[src/rtl/vx_jal_overload_tracker.sv]
// Per-core JAL-overload tracker: overrides the first JAL link of each participating
// warp with the return-handler address and queues the original link PC for the IRQ controller.
module vx_jal_overload_tracker #(
  parameter int WARP_CNT  = 4,
  parameter int ISSUE_CNT = 4,
  parameter int XLEN      = 32,
  parameter int DEPTH     = 8,
  parameter int WID_W     = (WARP_CNT > 1) ? $clog2(WARP_CNT) : 1
) (
  input  logic                       clk,
  input  logic                       reset,
  input  logic                       i_arm,
  input  logic                       i_abort,
  input  logic [WARP_CNT-1:0]        i_warp_mask,
  input  logic [XLEN-1:0]            i_ret_handler_addr,
  input  logic [ISSUE_CNT-1:0]       i_slot_valid,
  input  logic [ISSUE_CNT-1:0]       i_slot_ready,
  input  logic [ISSUE_CNT-1:0]       i_slot_is_jal,
  input  logic [ISSUE_CNT*WID_W-1:0] i_slot_wid,
  input  logic [ISSUE_CNT*XLEN-1:0]  i_slot_link,
  output logic [ISSUE_CNT-1:0]       o_slot_override,
  output logic                       o_ret_valid,
  input  logic                       i_ret_ready,
  output logic [WID_W-1:0]           o_ret_wid,
  output logic [XLEN-1:0]            o_ret_pc,
  output logic [WARP_CNT-1:0]        o_hit_mask,
  output logic                       o_busy,
  output logic                       o_all_hit,
  output logic                       o_overflow
);

  localparam int AW    = $clog2(DEPTH);
  localparam int PTR_W = AW + 1;

  typedef enum logic [1:0] {S_IDLE, S_ARMED, S_DRAIN} state_t;

  state_t               r_state, w_state_nxt;
  logic [WARP_CNT-1:0]  r_pend_mask, r_hit_mask;
  logic [PTR_W-1:0]     r_wr_ptr, r_rd_ptr;
  logic                 r_overflow, r_all_hit;
  logic [WID_W-1:0]     r_mem_wid [DEPTH];
  logic [XLEN-1:0]      r_mem_pc  [DEPTH];

  logic [WID_W-1:0]     w_wid  [ISSUE_CNT];
  logic [XLEN-1:0]      w_link [ISSUE_CNT];
  logic [AW-1:0]        w_wr_addr [ISSUE_CNT];
  logic [ISSUE_CNT-1:0] w_fire, w_cand, w_qual, w_accept, w_reject;
  logic [WARP_CNT-1:0]  w_new_hits;
  logic [PTR_W-1:0]     w_occ, w_free, w_acc_cnt, w_push_cnt;
  logic                 w_pop, w_drain_empty, w_cover, w_done;

  // The substituted value itself is muxed in the commit path; only the select is produced here.
  logic w_unused;
  assign w_unused = ^i_ret_handler_addr;

  assign w_fire        = i_slot_valid & i_slot_ready;
  assign w_occ         = r_wr_ptr - r_rd_ptr;
  assign w_free        = PTR_W'(DEPTH) - w_occ;
  assign o_ret_valid   = (w_occ != '0);
  assign w_pop         = o_ret_valid & i_ret_ready;
  assign o_ret_wid     = r_mem_wid[r_rd_ptr[AW-1:0]];
  assign o_ret_pc      = r_mem_pc[r_rd_ptr[AW-1:0]];
  assign w_drain_empty = (w_occ == '0) || ((w_occ == PTR_W'(1)) && w_pop);
  assign w_cover       = ((r_hit_mask | w_new_hits) & r_pend_mask) == r_pend_mask;
  assign o_hit_mask    = r_hit_mask;
  assign o_overflow    = r_overflow;
  assign o_all_hit     = r_all_hit;

  always_comb begin
    for (int i = 0; i < ISSUE_CNT; i++) begin
      w_wid[i]  = i_slot_wid[i*WID_W +: WID_W];
      w_link[i] = i_slot_link[i*XLEN +: XLEN];
      w_cand[i] = (r_state == S_ARMED) && w_fire[i] && i_slot_is_jal[i] &&
                  r_pend_mask[w_wid[i]] && !r_hit_mask[w_wid[i]];
    end
  end

  // Dedup by warp id (lowest slot wins), then accept in slot order while FIFO space remains.
  // NOTE: blocking assignments in combinational logic; every output gets a default first so no latch is inferred.
  always_comb begin
    w_qual     = '0;
    w_accept   = '0;
    w_reject   = '0;
    w_new_hits = '0;
    w_acc_cnt  = '0;
    for (int i = 0; i < ISSUE_CNT; i++) begin
      w_wr_addr[i] = AW'(r_wr_ptr + w_acc_cnt);
      w_qual[i]    = w_cand[i];
      for (int j = 0; j < i; j++) begin
        if (w_cand[j] && (w_wid[j] == w_wid[i])) w_qual[i] = 1'b0;
      end
      if (w_qual[i]) begin
        if (w_acc_cnt < w_free) begin
          w_accept[i]           = 1'b1;
          w_new_hits[w_wid[i]]  = 1'b1;
          w_acc_cnt             = w_acc_cnt + PTR_W'(1);
        end else begin
          w_reject[i] = 1'b1;
        end
      end
    end
    w_push_cnt = w_acc_cnt;
  end

  // FSM: state register
  // NOTE: sequential state uses non-blocking assignments so every register samples pre-edge values.
  always_ff @(posedge clk) begin
    if (reset) r_state <= S_IDLE;
    else       r_state <= w_state_nxt;
  end

  // FSM: next state (abort has priority everywhere)
  always_comb begin
    w_state_nxt = r_state;
    case (r_state)
      S_IDLE:  if (i_arm) w_state_nxt = (i_warp_mask != '0) ? S_ARMED : S_DRAIN;
      S_ARMED: if (w_cover) w_state_nxt = S_DRAIN;
      S_DRAIN: if (w_drain_empty) w_state_nxt = S_IDLE;
      default: w_state_nxt = S_IDLE;
    endcase
    if (i_abort) w_state_nxt = S_IDLE;
  end

  // FSM: outputs
  always_comb begin
    o_busy          = (r_state != S_IDLE);
    o_slot_override = w_accept;
    w_done          = (r_state == S_DRAIN) && w_drain_empty && !i_abort;
  end

  always_ff @(posedge clk) begin
    if (reset) begin
      r_pend_mask <= '0;
      r_hit_mask  <= '0;
      r_wr_ptr    <= '0;
      r_rd_ptr    <= '0;
      r_overflow  <= 1'b0;
      r_all_hit   <= 1'b0;
    end else begin
      r_all_hit <= w_done;
      if (i_abort) begin
        r_hit_mask <= '0;
        r_wr_ptr   <= '0;
        r_rd_ptr   <= '0;
        r_overflow <= 1'b0;
      end else if ((r_state == S_IDLE) && i_arm) begin
        r_pend_mask <= i_warp_mask;
        r_hit_mask  <= '0;
        r_wr_ptr    <= '0;
        r_rd_ptr    <= '0;
        r_overflow  <= 1'b0;
      end else begin
        r_hit_mask <= r_hit_mask | w_new_hits;
        r_wr_ptr   <= r_wr_ptr + w_push_cnt;
        if (w_pop) r_rd_ptr <= r_rd_ptr + PTR_W'(1);
        if (|w_reject) r_overflow <= 1'b1;
      end
    end
  end

  // NOTE: storage is not reset; entries are only visible through pointers, which are.
  always_ff @(posedge clk) begin
    for (int i = 0; i < ISSUE_CNT; i++) begin
      if (w_accept[i]) begin
        r_mem_wid[w_wr_addr[i]] <= w_wid[i];
        r_mem_pc[w_wr_addr[i]]  <= w_link[i];
      end
    end
  end

endmodule

[config.mk]
export PLATFORM = sky130hd
export DESIGN_NAME = vx_jal_overload_tracker
export DESIGN_NICKNAME = d
export VERILOG_FILES = /design/src/rtl/vx_jal_overload_tracker.sv
export SDC_FILE = /design/constraint.sdc
export NUM_CORES = 1
export LEC_CHECK = 0
export ABC_CLOCK_PERIOD_IN_PS = 20700
export CORE_MARGIN = 5
export CORE_UTILIZATION = 55
export DETAILED_ROUTE_END_ITERATION = 10
export PLACE_DENSITY = 0.78
export SETUP_SLACK_MARGIN = 0.2
export SYNTH_ARGS = -nofsm -noshare
export SYNTH_HDL_FRONTEND = slang
export SYNTH_SLANG_ARGS = --single-unit
[constraint.sdc]
create_clock -name clk -period 20.7 [get_ports clk]
set_input_delay 4.14 -clock clk [delete_from_list [all_inputs] [get_ports clk]]
set_output_delay 4.14 -clock clk [all_outputs]
set_load 0.02 [all_outputs]
==> flow_metrics.env, run 1 <==
export IMPL_status="completed"
export IMPL_io_pins=235
export IMPL_hold_path_depth=2
export IMPL_drt_pass1_iter_count=6
export IMPL_slew_violations=0
export IMPL_final_area_mm2=0.0245
export IMPL_fmax_mhz=71.4
export IMPL_fin_skew_ns=0.0168
export IMPL_layout_commonest_cell="nand2_1"
export IMPL_core_area_mm2=0.0386
export IMPL_r2r_start="r_wr_ptr[1]"
export IMPL_path_clk_slew_ns=0.06
export IMPL_synth_ff_type="edfxtp_1"
export IMPL_dpl_hpwl_um=38900
export IMPL_seqCellArea_mm2=0.00864
export IMPL_gr_total_overflow=0
export IMPL_grt_pass1_wl_um=106000
export IMPL_insertion_delay_ns=0.57
export IMPL_ys_warn_count=0
export IMPL_vias=18419
export IMPL_synthToLayoutAreaGrowth_pct=14.8
export IMPL_holdBufCountCts=0
export IMPL_grtUsageTotal=0.310
export IMPL_drv_cap=0
export IMPL_reg2reg_to="r_mem_pc[0][18]"
export IMPL_r2r_cells=24
export IMPL_post_cts_buffers=0
export IMPL_remaining_drc_errors=0
export IMPL_final_cell_mix="437 x nand2_1, 372 x o21ai_0, 272 x edfxtp_1"
export IMPL_synth_area_mm2=0.0214
export IMPL_vdd_drop_max_mv=0.0546
export IMPL_routed_wl_um=69200
export IMPL_cts_root_buffer="clkbuf_16"
export IMPL_arrival_ns=9.87
export IMPL_clock_sinks=295
export IMPL_cts_made_buffers=31
export IMPL_setup_viol=0
export IMPL_synth_cell_type_count=68
export IMPL_place_gp_congestion=0.857
export IMPL_cp_start_kind="primary input"
export IMPL_synthCells=2185
export IMPL_die_area_mm2=0.0429
export IMPL_ant_nets=0
export IMPL_fp_row_count=72
export IMPL_min_from="r_state[1]"
export IMPL_cts_tree="yes"
export IMPL_routedWlPerCell_um=24.8
export IMPL_synth_area_leaders="edfxtp_1 38%, mux2i_1 12%, o21ai_0 8.7%"
export IMPL_grt_setup_unrepaired="false"
export IMPL_die_height_um=207
export IMPL_multiInputGateArea_mm2=0.0119
export IMPL_min_period_over_period=0.677
export IMPL_async_flop_share=0
export IMPL_worst_slew_pin_slew_ns=1.26
export IMPL_setup_tns_final_ns=0
export IMPL_synth_seq_cells=295
export IMPL_syn_mean_instance_area_um2=9.79
export IMPL_antenna_found_initial=10
export IMPL_drive_gt1_frac=0.135
export IMPL_required_ns=16.56
export IMPL_r2r_slack_ns=11.95
export IMPL_start_util=0.555
export IMPL_synth_edf_count=272
export IMPL_n_fill_cell=3060
export IMPL_yosysSeqAreaShare=0.403
export IMPL_hold_path_class="reg -> reg"
export IMPL_crit_fanout=21
export IMPL_final_nets=2457
export IMPL_grt_max_degree=70
export IMPL_drt_iter0_drc=2222
export IMPL_cts_resized=0
export IMPL_p_per_area_mw_per_mm2=53.5
export IMPL_yosysTopAreaCell="edfxtp_1"
export IMPL_leakagePower_uw=0.00875
export IMPL_cp_end_kind="output pin"
export IMPL_grt_pass1_vias=18190
export IMPL_timing_final_crit_period_ns=14.01
export IMPL_io_buffers=202
export IMPL_max_slew_margin_rel=0.157
export IMPL_syn_num_nets=2396
export IMPL_critPathKind="in -> out"
export IMPL_cts_htree_levels=1
export IMPL_dieWidth_um=207
export IMPL_yosysTopAreaCellShare=0.382
export IMPL_clockBufferDepth=3
export IMPL_finalHoldViolCount=0
export IMPL_via_per_inst=6.59
export IMPL_post_dp_cell_area_mm2=0.0236
export IMPL_total_power_uw=1310
export IMPL_holdPathEnd="o_all_hit"
## synthesized netlist by cell type (all sizes together), types with 19 or more instances
cell type,number
mux2,136
inv,27
mux4,72
ha,19
buf,88
mux2i,267
dfxtp,23
xnor2,21
nor2,73
edfxtp,272
o21ai,413
a21oi,58
clkbuf,121
nand2,438
## worst max path at each step
stage | cells after the start | startpoint | slack (ns) | to
floorplan | 23 | i_slot_wid[0] | 8.16 | o_slot_override[3]
global placement | 20 | i_slot_wid[1] | 6.93 | o_slot_override[3]
detailed placement | 20 | i_slot_wid[1] | 6.83 | o_slot_override[3]
CTS | 20 | i_slot_wid[1] | 6.81 | o_slot_override[3]
global route | 20 | i_slot_wid[0] | 6.31 | o_slot_override[3]
finish | 20 | i_slot_wid[1] | 6.69 | o_slot_override[3]
## sequential cells by signal, summed over array words and instances, names as in the netlist, named ones only
signal	cells
r_rd_ptr	4
o_hit_mask	4
o_overflow	1
r_pend_mask	4
r_wr_ptr	4
r_mem_wid	16
r_mem_pc	256
r_state	2
o_all_hit	1
## stage by stage
| step | std cells | setup WS, ns | util | hold WS, ns |
|---|---|---|---|---|
| 5_1_grt | 2792 | 6.31 | 0.637 | 0.572 |
| 3_5_place_dp | 2731 | 6.83 | 0.612 | 0.523 |
| 4_1_cts | 2787 | 6.81 | 0.636 | 0.529 |
| 3_3_place_gp | 2731 | 6.93 | 0.612 | 0.511 |
| 2_1_floorplan | 2185 | 8.16 | - | 0.473 |
| 6_report | 2793 | 6.69 | 0.637 | 0.532 |
## report_power, final
| part | total (uW) | switching (uW) | internal, uW | leakage [uW] |
|---|---|---|---|---|
| registers | 651 | 0.855 | 650 | 0.00263 |
| logic | 127 | 66.2 | 60.5 | 0.00566 |
| clock network | 534 | 236 | 298 | 0.000458 |
## logic make-up after synthesis
| group | Yosys count | synth area share |
|---|---|---|
| simple gates | 598 | 0.119 |
| buf+inv | 236 | 0.0455 |
| mux | 475 | 0.272 |
| fa+ha+maj | 22 | 0.0139 |
| xor+xnor | 36 | 0.0151 |
| compound gates | 523 | 0.131 |
| flops | 295 | 0.403 |
## worst max-delay path, cell delays in order
cell and delay [ns]:
clkdlybuf4s50_1 0.80, inv_2 0.14, mux4_2 0.47, nand2_1 0.21
a21boi_0 0.43, nand2_1 0.13, ha_1 0.29, inv_1 0.05
o22a_1 0.12, o21ai_2 0.14, o41ai_4 1.05, nand2_1 0.21
xor2_1 0.34, ha_1 0.29, nand2_1 0.09, nand2b_1 0.06
a21oi_1 0.18, a21oi_2 0.06, inv_1 0.07, clkdlybuf4s50_1 0.60
## per-layer routing
metal  up-vias  share of wire  GRT usage
li1       8119              -          -
met1      8692           0.37      0.408
met2      1349           0.47      0.500
met3       251           0.12     0.0609
met4         8          0.044      0.139
met5         -        0.00074          0
## area by class of cell
cell class,count,area share
Antenna cell,6,0.000612
Clock buffer,40,0.0330
Clock inverter,16,0.00510
Inverter,27,0.00413
Multi-Input combinational cell,1654,0.486
Sequential cell,295,0.352
Tap cell,518,0.0264
Timing Repair Buffer,237,0.0931
Power figures use the tool's default switching activity.
==> run 2, diff against run 1 <==
--- a/config.mk
+++ b/config.mk
@@ -5,11 +5,11 @@
 export SDC_FILE = /design/constraint.sdc
 export NUM_CORES = 1
 export LEC_CHECK = 0
-export ABC_CLOCK_PERIOD_IN_PS = 20700
+export ABC_CLOCK_PERIOD_IN_PS = 12090
 export CORE_MARGIN = 5
-export CORE_UTILIZATION = 55
+export CORE_UTILIZATION = 53
 export DETAILED_ROUTE_END_ITERATION = 10
-export PLACE_DENSITY = 0.78
+export PLACE_DENSITY = 0.79
 export SETUP_SLACK_MARGIN = 0.2
 export SYNTH_ARGS = -nofsm -noshare
 export SYNTH_HDL_FRONTEND = slang
==> constraint.sdc (replaced) <==
create_clock -name clk -period 12.09 [get_ports clk]
set_input_delay 2.418 -clock clk [delete_from_list [all_inputs] [get_ports clk]]
set_output_delay 2.418 -clock clk [all_outputs]
set_load 0.02 [all_outputs]
==> run 2 against run 1 <==
Power grew 83%. Routed wire length decreased by 1.1%. Global-route usage decreased by 1.2 points. Clock power rose by 100%. Critical path depth grew 2. First-iteration DRC count down 0.95%. Setup slack worse by 4.6 ns. Final cell count rose by 0.36%. Largest cell class unchanged. Via count shrank 0.78%. Largest power group unchanged.
==> flow_metrics.env, run 2 (same netlist as run 1, synthesis figures left out) <==
export IMPL_critPathMostFrequentCell="nand2_1"
export IMPL_insertion_delay_ns=0.53
export IMPL_critPathKind="in -> out"
export IMPL_die_height_um=211
export IMPL_finalHoldViolCount=0
export IMPL_r2r_start="r_wr_ptr[1]"
export IMPL_grt_pass1_vias=18231
export IMPL_cp_start_kind="primary input"
export IMPL_max_slew_margin_rel=0.142
export IMPL_routedWlPerCell_um=24.4
export IMPL_min_from="r_state[1]"
export IMPL_remaining_drc_errors=0
export IMPL_start_util=0.537
export IMPL_combPwrFrac=0.092
export IMPL_netSwitchingPower_uw=546
export IMPL_die_area_mm2=0.0445
export IMPL_holdPathEnd="o_all_hit"
export IMPL_dp_cells=2736
export IMPL_io_buffers=202
export IMPL_drv_cap=0
export IMPL_grt_setup_unrepaired="false"
export IMPL_vias=18276
export IMPL_synthToLayoutAreaGrowth_pct=15.7
export IMPL_dpl_hpwl_um=38800
export IMPL_total_power_uw=2400
export IMPL_n_fill_cell=3123
export IMPL_setup_viol=0
export IMPL_internal_power_uw=1860
export IMPL_path_clk_slew_ns=0.06
export IMPL_cts_root_buffer="clkbuf_16"
export IMPL_leakagePower_uw=0.00885
export IMPL_setup_tns_final_ns=0
export IMPL_timing_critical_path_cells="clkdlybuf4s50_1 -> inv_2 -> mux4_2 -> nand2_1 -> a21boi_0 -> nand2_1 -> ha_1 -> nand3_1 -> a311o_1 -> nand2b_1 -> a21o_1 -> o41ai_4 -> buf_4 -> nand2_1 -> xor2_1 -> ha_1 -> a21o_1 -> nand2b_1 -> a21oi_1 -> a21oi_2 -> inv_1 -> clkdlybuf4s50_1"
export IMPL_cts_made_buffers=34
export IMPL_holdBufCountCts=0
export IMPL_clockBufferDepth=3
export IMPL_io_pins=235
export IMPL_min_period_over_period=0.829
export IMPL_setup_slack_ns=2.07
export IMPL_crit_buf_inv=5
export IMPL_fmax_mhz=99.8
export IMPL_antenna_found_initial=11
export IMPL_ant_nets=0
export IMPL_post_dp_cell_area_mm2=0.0236
export IMPL_worst_slew_pin_slew_ns=1.29
export IMPL_final_cell_mix="437 x nand2_1, 372 x o21ai_0, 272 x edfxtp_1"
export IMPL_grt_pass1_wl_um=104000
export IMPL_timing_final_crit_period_ns=10.02
export IMPL_core_area_mm2=0.0398
export IMPL_largest_reg_flops=256
export IMPL_fin_skew_ns=0.0237
export IMPL_p_per_area_mw_per_mm2=97.1
export IMPL_slew_violations=0
export IMPL_grt_max_degree=70
export IMPL_vdd_drop_max_mv=0.0648
export IMPL_dieWidth_um=211
export IMPL_arrival_ns=7.60
export IMPL_dp_slack_ns=2.19
export IMPL_crit_fanout=21
export IMPL_stdcell_count=2803
export IMPL_final_nets=2458
export IMPL_cts_resized=0
export IMPL_hold_path_class="reg -> reg"
export IMPL_drt_pass1_iter_count=6
export IMPL_status="completed"
export IMPL_grtUsageTotal=0.297
export IMPL_switching_share=0.227
export IMPL_gr_total_overflow=0
export IMPL_drt_iter0_drc=2201
export IMPL_place_gp_congestion=0.867
export IMPL_final_area_mm2=0.0247
export IMPL_drive_gt1_frac=0.138
export IMPL_fp_row_count=73
export IMPL_via_per_inst=6.52
export IMPL_path_delay_family="buffers and inverters"
export IMPL_r2r_cells=26
export IMPL_cts_htree_levels=2
export IMPL_cts_tree="yes"
export IMPL_hold_path_depth=2
export IMPL_worst_path_largest_cell_delay_ns=0.79
export IMPL_r2r_slack_ns=3.80
export IMPL_pwr_share_seq=0.464
export IMPL_power_frac_clock=0.444
export IMPL_crit_slowest_cell="clkdlybuf4s50_1"
export IMPL_routed_wl_um=68500
export IMPL_post_cts_buffers=0
export IMPL_cp_end_kind="output pin"
export IMPL_layout_commonest_cell="nand2_1"
export IMPL_clock_sinks=295
export IMPL_reg2reg_to="r_mem_pc[0][19]"
export IMPL_required_ns=9.67
run 2: cell type report:
class                   count  area (um^2)  share of cell area
diodes                      5         12.5            0.000506
clock buffers              46          990              0.0400
clock inverters            16          151             0.00612
repair buffers            235         2270              0.0917
flip-flops and latches    295         8640               0.349
well taps                 525          657              0.0265
inverters                  27          101             0.00410
multi-input cells        1654        11900               0.482
run 2: how the worst max path moves through the flow:
stage / startpoint / end / slack (ns) / depth (start not counted)
floorplan: i_slot_wid[0] / r_mem_pc[4][0] / 1.61 / 23
global placement: i_slot_wid[1] / o_slot_override[3] / 2.24 / 22
CTS: i_slot_wid[1] / o_slot_override[3] / 2.16 / 22
detailed placement: i_slot_wid[1] / o_slot_override[3] / 2.19 / 22
global route: i_slot_wid[1] / o_slot_override[3] / 1.69 / 22
finish: i_slot_wid[1] / o_slot_override[3] / 2.07 / 22
run 2: power by group through the flow:
stage / combinational (uW) / clock [uW] / sequential [uW]
after detailed placement: 213 / 0 / 1140
final: 220 / 1070 / 1120
after CTS: 216 / 1060 / 1120
after global routing: 240 / 1110 / 1110
after floorplan: 109 / 0 / 1140
after global placement: 204 / 0 / 1140
run 2: metal layers:
metal  GRT usage  wire length (um)  vias up
met5           0                52        -
met1       0.381             24900     8622
met2       0.484             32000     1271
met3      0.0698              8610      248
li1            -                 -     8127
met4       0.131              2880        8
run 2: stage by stage:
stage / util / hold WS [ns]
floorplan: - / 0.473
global placement: 0.592 / 0.512
detailed placement: 0.592 / 0.513
CTS: 0.621 / 0.528
global route: 0.621 / 0.560
finish: 0.621 / 0.532
run 2: worst min-delay path, stage by stage (launching register included):
cell,delay [ns]
dfxtp_1,0.37
nand2_1,0.08
nor2_1,0.04
